### src/rtl/m_io_pkg.sv
// rtl/m_io_pkg.sv - shared types and constants for the board I/O front end
package m_io_pkg;

  typedef enum logic {
    ST_STABLE = 1'b0,
    ST_SETTLE = 1'b1
  } deb_state_e;

  localparam int CLK_HZ       = 16_000_000;
  localparam int DEBOUNCE_1MS = 16000;

endpackage

### src/rtl/m_sync2.sv
// rtl/m_sync2.sv - WIDTH-bit two-flop synchroniser into the clk domain
module m_sync2 #(
  parameter int WIDTH = 5
) (
  input  logic             clk,
  input  logic             reset_n,
  input  logic [WIDTH-1:0] d_i,
  output logic [WIDTH-1:0] q_o
);

  logic [WIDTH-1:0] s1_q;
  logic [WIDTH-1:0] s2_q;

  always_ff @(posedge clk) begin
    if (!reset_n) begin
      s1_q <= '0;
      s2_q <= '0;
    end else begin
      s1_q <= d_i;
      s2_q <= s1_q;
    end
  end

  assign q_o = s2_q;

endmodule

### src/rtl/m_sw_debounce.sv
// rtl/m_sw_debounce.sv - switch synchroniser, debouncer, edge strobes and one-deep event register
module m_sw_debounce
  import m_io_pkg::*;
#(
  parameter int WIDTH           = 5,
  parameter int DEBOUNCE_CYCLES = DEBOUNCE_1MS,
  parameter int CNT_W           = 14
) (
  input  logic             clk,
  input  logic             reset_n,
  input  logic [WIDTH-1:0] SW,
  output logic [WIDTH-1:0] sw_state,
  output logic [WIDTH-1:0] sw_rise,
  output logic [WIDTH-1:0] sw_fall,
  output logic             evt_valid,
  output logic [WIDTH-1:0] evt_data,
  input  logic             evt_ready,
  output logic             evt_overrun
);

  localparam logic [CNT_W-1:0] CNT_LAST = CNT_W'(DEBOUNCE_CYCLES - 1);

  logic [WIDTH-1:0] s2;
  deb_state_e       state_q;
  logic [CNT_W-1:0] cnt_q;
  logic [WIDTH-1:0] cand_q;
  logic [WIDTH-1:0] sw_state_q;
  logic [WIDTH-1:0] sw_rise_q;
  logic [WIDTH-1:0] sw_fall_q;
  logic [WIDTH-1:0] evt_data_q;
  logic             evt_valid_q;
  logic             evt_overrun_q;
  logic             commit;
  logic             handshake;

  m_sync2 #(.WIDTH(WIDTH)) u_sync (
    .clk     (clk),
    .reset_n (reset_n),
    .d_i     (SW),
    .q_o     (s2)
  );

  // Same priority as the SETTLE branch below: bounce-back, then new value, then window end.
  assign commit    = (state_q == ST_SETTLE) && (s2 != sw_state_q) && (s2 == cand_q) &&
                     (cnt_q == CNT_LAST);
  assign handshake = evt_valid_q & evt_ready;

  always_ff @(posedge clk) begin
    if (!reset_n) begin
      state_q       <= ST_STABLE;
      cnt_q         <= '0;
      cand_q        <= '0;
      sw_state_q    <= '0;
      sw_rise_q     <= '0;
      sw_fall_q     <= '0;
      evt_valid_q   <= 1'b0;
      evt_data_q    <= '0;
      evt_overrun_q <= 1'b0;
    end else begin
      sw_rise_q <= '0;
      sw_fall_q <= '0;
      case (state_q)
        ST_STABLE: begin
          if (s2 != sw_state_q) begin
            state_q <= ST_SETTLE;
            cnt_q   <= '0;
            cand_q  <= s2;
          end
        end
        ST_SETTLE: begin
          if (s2 == sw_state_q) begin
            state_q <= ST_STABLE;
          end else if (s2 != cand_q) begin
            cand_q <= s2;
            cnt_q  <= '0;
          end else if (cnt_q == CNT_LAST) begin
            sw_state_q <= cand_q;
            sw_rise_q  <= cand_q & ~sw_state_q;
            sw_fall_q  <= ~cand_q & sw_state_q;
            state_q    <= ST_STABLE;
          end else begin
            cnt_q <= cnt_q + CNT_W'(1);
          end
        end
        default: state_q <= ST_STABLE;
      endcase

      // A commit always wins over a plain handshake; the newer word replaces any pending one.
      if (commit) begin
        evt_data_q  <= cand_q;
        evt_valid_q <= 1'b1;
        if (evt_valid_q && !evt_ready) begin
          evt_overrun_q <= 1'b1;
        end
      end else if (handshake) begin
        evt_valid_q <= 1'b0;
      end
    end
  end

  assign sw_state    = sw_state_q;
  assign sw_rise     = sw_rise_q;
  assign sw_fall     = sw_fall_q;
  assign evt_valid   = evt_valid_q;
  assign evt_data    = evt_data_q;
  assign evt_overrun = evt_overrun_q;

endmodule
### config.mk
export PLATFORM = sky130hd
export DESIGN_NAME = m_sw_debounce
export DESIGN_NICKNAME = d
export VERILOG_FILES = /design/src/rtl/m_io_pkg.sv /design/src/rtl/m_sync2.sv /design/src/rtl/m_sw_debounce.sv
export SDC_FILE = /design/constraint.sdc
export NUM_CORES = 1
export LEC_CHECK = 0
export BUFFER_PORTS_ARGS = -buffer_cell sky130_fd_sc_hd__buf_2
export CAP_MARGIN = 5
export CORE_MARGIN = 8
export CORE_UTILIZATION = 60
export DETAILED_ROUTE_END_ITERATION = 6
export PLACE_DENSITY = 0.91
export SETUP_SLACK_MARGIN = 0.5
export SLEW_MARGIN = 20
export SYNTH_ARGS = -nofsm -noshare
export SYNTH_HDL_FRONTEND = slang
export SYNTH_SLANG_ARGS = --single-unit
### constraint.sdc
create_clock -name clk -period 3.4 [get_ports clk]
set_input_delay 0.17 -clock clk [delete_from_list [all_inputs] [get_ports clk]]
set_output_delay 0.17 -clock clk [all_outputs]
set_load 0.01 [all_outputs]
======== Word-level counts from Yosys, hierarchy flattened ========
Cells that the tools add are included.
storage, ports and cells
  flip-flop bits (word level) ............. 52
  latch bits .............................. 0
  memory bits (writable) .................. 0
  ROM bits ................................ 0
  output and inout port bits .............. 22
  memories ................................ 0
operators by class
  add/subtract/negate cells ............... 1
  multipliers ............................. 0
  divide/modulo/power cells ............... 0
  $lt $le $gt $ge ......................... 0
  equal/unequal tests ..................... 9
  shift operators ......................... 0
  muxes and demuxes ....................... 16
  bitwise logic cells ..................... 10
  reduce and logical (&&, ||, !) cells .... 11
operators by type and width
  operator                 count
  $mux W14                 4
  $pmux W14 S2             1
  $mux W5                  3
  $add A14 B1 Y14 const B  1
  $eq A14 B14 Y1 const B   1
  $and A5 B5 Y5            2
  $eq A5 B5 Y1             2
  $ne A5 B5 Y1             2
  $not A5 Y5               2
  $pmux W5 S2              1
  $mux W1                  6
  $reduce_and A3 Y1        2
  $not A1 Y1               5
  $reduce_or A5 Y1         1
  $logic_and A1 B1 Y1      4
  $ne A2 B2 Y1 const B     2
  $reduce_and A4 Y1        1
  $ne A3 B3 Y1 const B     1
  $ne A2 B1 Y1 const B     1
  $pmux W1 S2              1
  $reduce_and A2 Y1        1
  $reduce_bool A2 Y1       1
  $and A1 B1 Y1            1
  $logic_not A1 Y1         1

======== Logic depth before layout (Yosys ltp) ========
  depth after elaboration ................. 5
  depth in mapped cells ................... 7
  gate-level depth less buffers ........... 6

======== Modules after synthesis ========
From an unflattened synthesis, not the netlist that was laid out.
unflattened totals
  cell total of the unflattened synthesis .. 231
  area, all modules ....................... 2,332.2 um^2
modules (own cells, without submodules)
  module         instances  cells an instance  area each (um^2)
  m_sw_debounce  1          211                2,069.5
  m_sync2        1          20                 262.8

======== Least setup slack after synthesis ========
No wires, ideal clock.
  path type ............................... flip-flop to flip-flop
  start ................................... register cnt_q[0]
  end ..................................... register evt_data_q[1], in the netlist evt_data[1]
  data arrival time ....................... 1,715 ps
  required time ........................... 3,328 ps
  slack ................................... 1,614 ps
  stages on the path, launching flop included .. 8
  path buffers ............................ 2
  clock period less this slack ............ 1,786 ps
  cell sequence ........................... dfxtp_1 ha_1 and4_1 buf_2 nand4_1 nor3_2 buf_4 mux2i_1
between the ends
  cells in the longest elaborated chain, start to end .. 2
RTL lines
  what                      line                 text
  start: declaration        m_sw_debounce.sv:25  logic [CNT_W-1:0] cnt_q;
  start signal: assignment  m_sw_debounce.sv:82  cnt_q <= cnt_q + CNT_W'(1);
  $eq A14 B14 Y1            m_sw_debounce.sv:45  (cnt_q == CNT_LAST);
  $logic_and A1 B1 Y1       m_sw_debounce.sv:44  assign commit = (state_q == ST_SETTLE) && (s2 != sw_state_q) && (s2 == cand_q) &&
  end signal: assignment    m_sw_debounce.sv:90  evt_data_q <= cand_q;
  end: declaration          m_sw_debounce.sv:30  logic [WIDTH-1:0] evt_data_q;
No other way between the ends.
A chain may end at the register's enable or synchronous reset.

======== Worst setup path in the final report ========
  start ................................... register cnt_q[0]
  end ..................................... register sw_fall_q[1], in the netlist sw_fall[1]
between the ends
  cells in the longest elaborated chain, start to end .. 3
RTL lines
  what                        line                 text
  $eq A14 B14 Y1              m_sw_debounce.sv:76  end else if (cnt_q == CNT_LAST) begin
  $not A1 Y1 (no line)        -
  $reduce_or A5 Y1 (no line)  -
  end signal: assignment      m_sw_debounce.sv:79  sw_fall_q <= ~cand_q & sw_state_q;
  end: declaration            m_sw_debounce.sv:29  logic [WIDTH-1:0] sw_fall_q;
No other way between the ends.

==> impl_metrics.yaml <==
synthesis:
  syn_inst: 229
  synth-compound-area-share_pct: 9.19
  ys_ff_latch: 52
  muxShareOfSynthArea_pct: 4.74
  synth_cell_types: 36
  mappedNetlistArea_mm2: 0.00211
  yosys.area_share.adder_pct: 0.593
  synth_top_family_by_area: "simple AND/OR/NAND/NOR gates"
  synth-xor-area-share_pct: 4.15
  yosysWarnings: 0
  synth.yosys.seq_area_share_pct: 49.3
  synthSimpleGateAreaFrac_pct: 28.8
  syn-num-nets: 238
  syn_avg_cell_area_um2: 9.22
final_layout:
  drive_above_1_share_pct: 16.6
  final_cell_count_no_fill: 305
  nFillCells: 271
  area_growth_pct: 12.2
  n_antenna_cell: 0
  fin_area_mm2: 0.00237
  fin_util_pct: 70.4
  fin_nets: 267
pwr:
  power_density_mw_per_mm2: 415
  p_total_mw: 0.983
  p_leak_nw: 0.902
  peakVddDrop_mv: 0.393
routing:
  viasPerCell: 5.77
  detail_route.first_pass.iterations: 4
  routedWlPerCell_um: 14.6
  drc: 0
  wl_um: 4460
  vias: 1761
  first_iter_violations: 216
  ant_nets: 0
timing:
  final.period_utilization_pct: 63.1
  fmax_mhz: 466
  holdWs_ps: 96.4
  rsz0062_at_grt: "false"
  clock_skew_ps: 13.4
  finalHoldViolations: 0
  worstMarginPinSlew_ps: 715
  maxSlewViolCount: 0
  post-route-min-period_ps: 2150
  postLayoutSetupSlackWorst_ps: 1250
  relSlewSlack_pct: 52.3
  tns_ps: 0
  setup_viol: 0
critical_path:
  end_kind: "register"
  r2r_start: "cnt_q[0]"
  crit_slowest_cell: "dfxtp_1"
  path_class: "register to register"
  cp_max_fo: 10
  required_ps: 3680
  cp-startpoint: "cnt_q[0]"
  cp.arrival_ps: 2430
  critPathLaunchType: "register"
  cp_cell_sequence: "ha_1, and4_1, and2_1, and3_1, nand4_4, nor3b_1"
  max_stage_delay_ps: 420
cts:
  root_buffer: "clkbuf_4"
  cts_made_buffers: 5
  path_clk_slew_ps: 140
  numClockSinks: 52
  worstSkewPairLatency_ps: 380
  cts_tree: "done"
  clock_path_buffers: 2
  postCtsSetupBuffers: 0
  cts_htree_levels: 2
job:
  max-cap-violations: 0
floorplanning:
  fp-row-count: 21
  fp.dieArea_mm2: 0.00567
  die_h_um: 75.3
  fp.dieW_um: 75.3
  core_area_mm2: 0.00336
  initial_core_util_pct: 62.8
  io-pin-count: 30
placement:
  place_inst: 292
  placed_cell_area_mm2: 0.00226
  dp_hpwl_um: 2970
  dp_slack_ps: 1340
  numPortBuffers: 29
  routabilityCongestion: 0.994
run_status:
  status: "completed"
global_routing:
  grt.total_usage_pct: 16.4
  grt_max_degree: 44
  antenna_found_initial: 0
  grt-ovfl-total: 0
  grt_pass1_vias: 1605
  grt_pass1_wl_um: 7230
worst_hold_path:
  min_path_type: "input port to register"
  min_from: "evt_ready"
-- kinds of logic after synthesis --
logic type | Yosys count
AO/OA/AOI/OAI | 33
XOR/XNOR | 10
adder cells (fa/ha/maj) | 1
buffers and inverters | 14
flip-flops | 52
multiplexers | 10
AND/OR/NAND/NOR | 109
-- sequential cells by signal (all words and copies together) (netlist names) --
| register | count |
|---|---|
| evt_data | 5 |
| cand_q | 5 |
| cnt_q | 14 |
| u_sync.s1_q | 5 |
| state_q | 1 |
| evt_valid | 1 |
| evt_overrun | 1 |
| sw_state | 5 |
| u_sync.q_o | 5 |
| sw_fall | 5 |
| sw_rise | 5 |
-- path summary, 6_finish.rpt --
path                                      end  slack (ps)  cells past startpoint
worst max-delay path               sw_fall[1]        1250                      6
worst min-delay path                evt_valid         100                      3
worst max register to register     sw_fall[1]        1250                      6
worst min register to register  u_sync.q_o[3]         450                      1
-- placed cells by master, fill, tap and decap left out, drive strengths merged, types with 3 or more instances in the layout --
| cell | instances |
|---|---|
| dfxtp | 52 |
| nand2 | 41 |
| buf | 30 |
| a21oi | 16 |
| and2 | 13 |
| nand3 | 12 |
| nor3b | 12 |
| mux2i | 10 |
| o22ai | 8 |
| xor2 | 7 |
| nor3 | 6 |
| a31oi | 5 |
| clkbuf | 5 |
| dlygate4sd3 | 5 |
| and3 | 5 |
| nand4 | 5 |
| or3 | 4 |
| xnor2 | 3 |
-- worst max-delay path: cells and delay by family, from the launching register on --
family	cells	cell delay (ps)
simple gates	5	1400
fa+ha+maj	1	230
flops	1	420
-- area by class of cell --
type                    instances  area (µm²)  area share (%)
clock buffers                   5        37.5            1.59
clock inverters                 3        22.5           0.951
inverters                       1        3.75           0.159
multi-input cells             163        1000            42.3
flip-flops and latches         52        1040            44.0
well taps                      46        57.6            2.43
repair buffers                 35         203            8.56
-- metal layers --
layer,part of all wire (%),global-route usage [%],vias up
li1,-,-,865
met1,44,21.0,829
met2,47,25.5,54
met3,5.7,3.68,13
met4,2.6,7.89,0
met5,0,0,-
-- Yosys cell counts --
master | instances | area, µm²
dfxtp_1 | 52 | 1040
nand2_1 | 40 | 150
a21oi_1 | 16 | 80.1
and2_1 | 13 | 81.3
nand3_1 | 12 | 60.1
nor3b_1 | 12 | 90.1
mux2i_1 | 10 | 100
o22ai_1 | 8 | 50.1
clkbuf_1 | 7 | 26.3
xor2_1 | 7 | 61.3
a31oi_1 | 5 | 31.3
nor3_1 | 5 | 25.0
and3_1 | 4 | 25.0
nand4_1 | 4 | 25.0
or3_1 | 4 | 25.0
buf_2 | 3 | 15.0
buf_4 | 3 | 22.5
xnor2_1 | 3 | 26.3
and4_1 | 2 | 17.5
nand3b_1 | 2 | 15.0
nor2_1 | 2 | 7.51
a41oi_1 | 1 | 8.76
and3_2 | 1 | 7.51
ha_1 | 1 | 12.5
inv_1 | 1 | 3.75
nand2_2 | 1 | 6.26
nand2b_1 | 1 | 6.26
nand4_4 | 1 | 21.3
nand4b_1 | 1 | 8.76
nor2b_1 | 1 | 6.26
nor3_2 | 1 | 10.0
nor4_2 | 1 | 12.5
o211ai_1 | 1 | 7.51
o21a_1 | 1 | 7.51
o32ai_1 | 1 | 8.76
or4_1 | 1 | 7.51
-- report_power, final --
group	leakage, nW	total [mW]	internal [mW]	switching [mW]
Clock	0.0356	0.286	0.0838	0.202
Sequential	0.421	0.625	0.619	0.00667
Combinational	0.445	0.0715	0.0252	0.0464
-- timing repair --
action	CTS	global route
hold endpoints to repair	5	0
hold buffers	5	0
gates resized for setup	0	0
No activity file was read; power rests on OpenSTA's default activity.
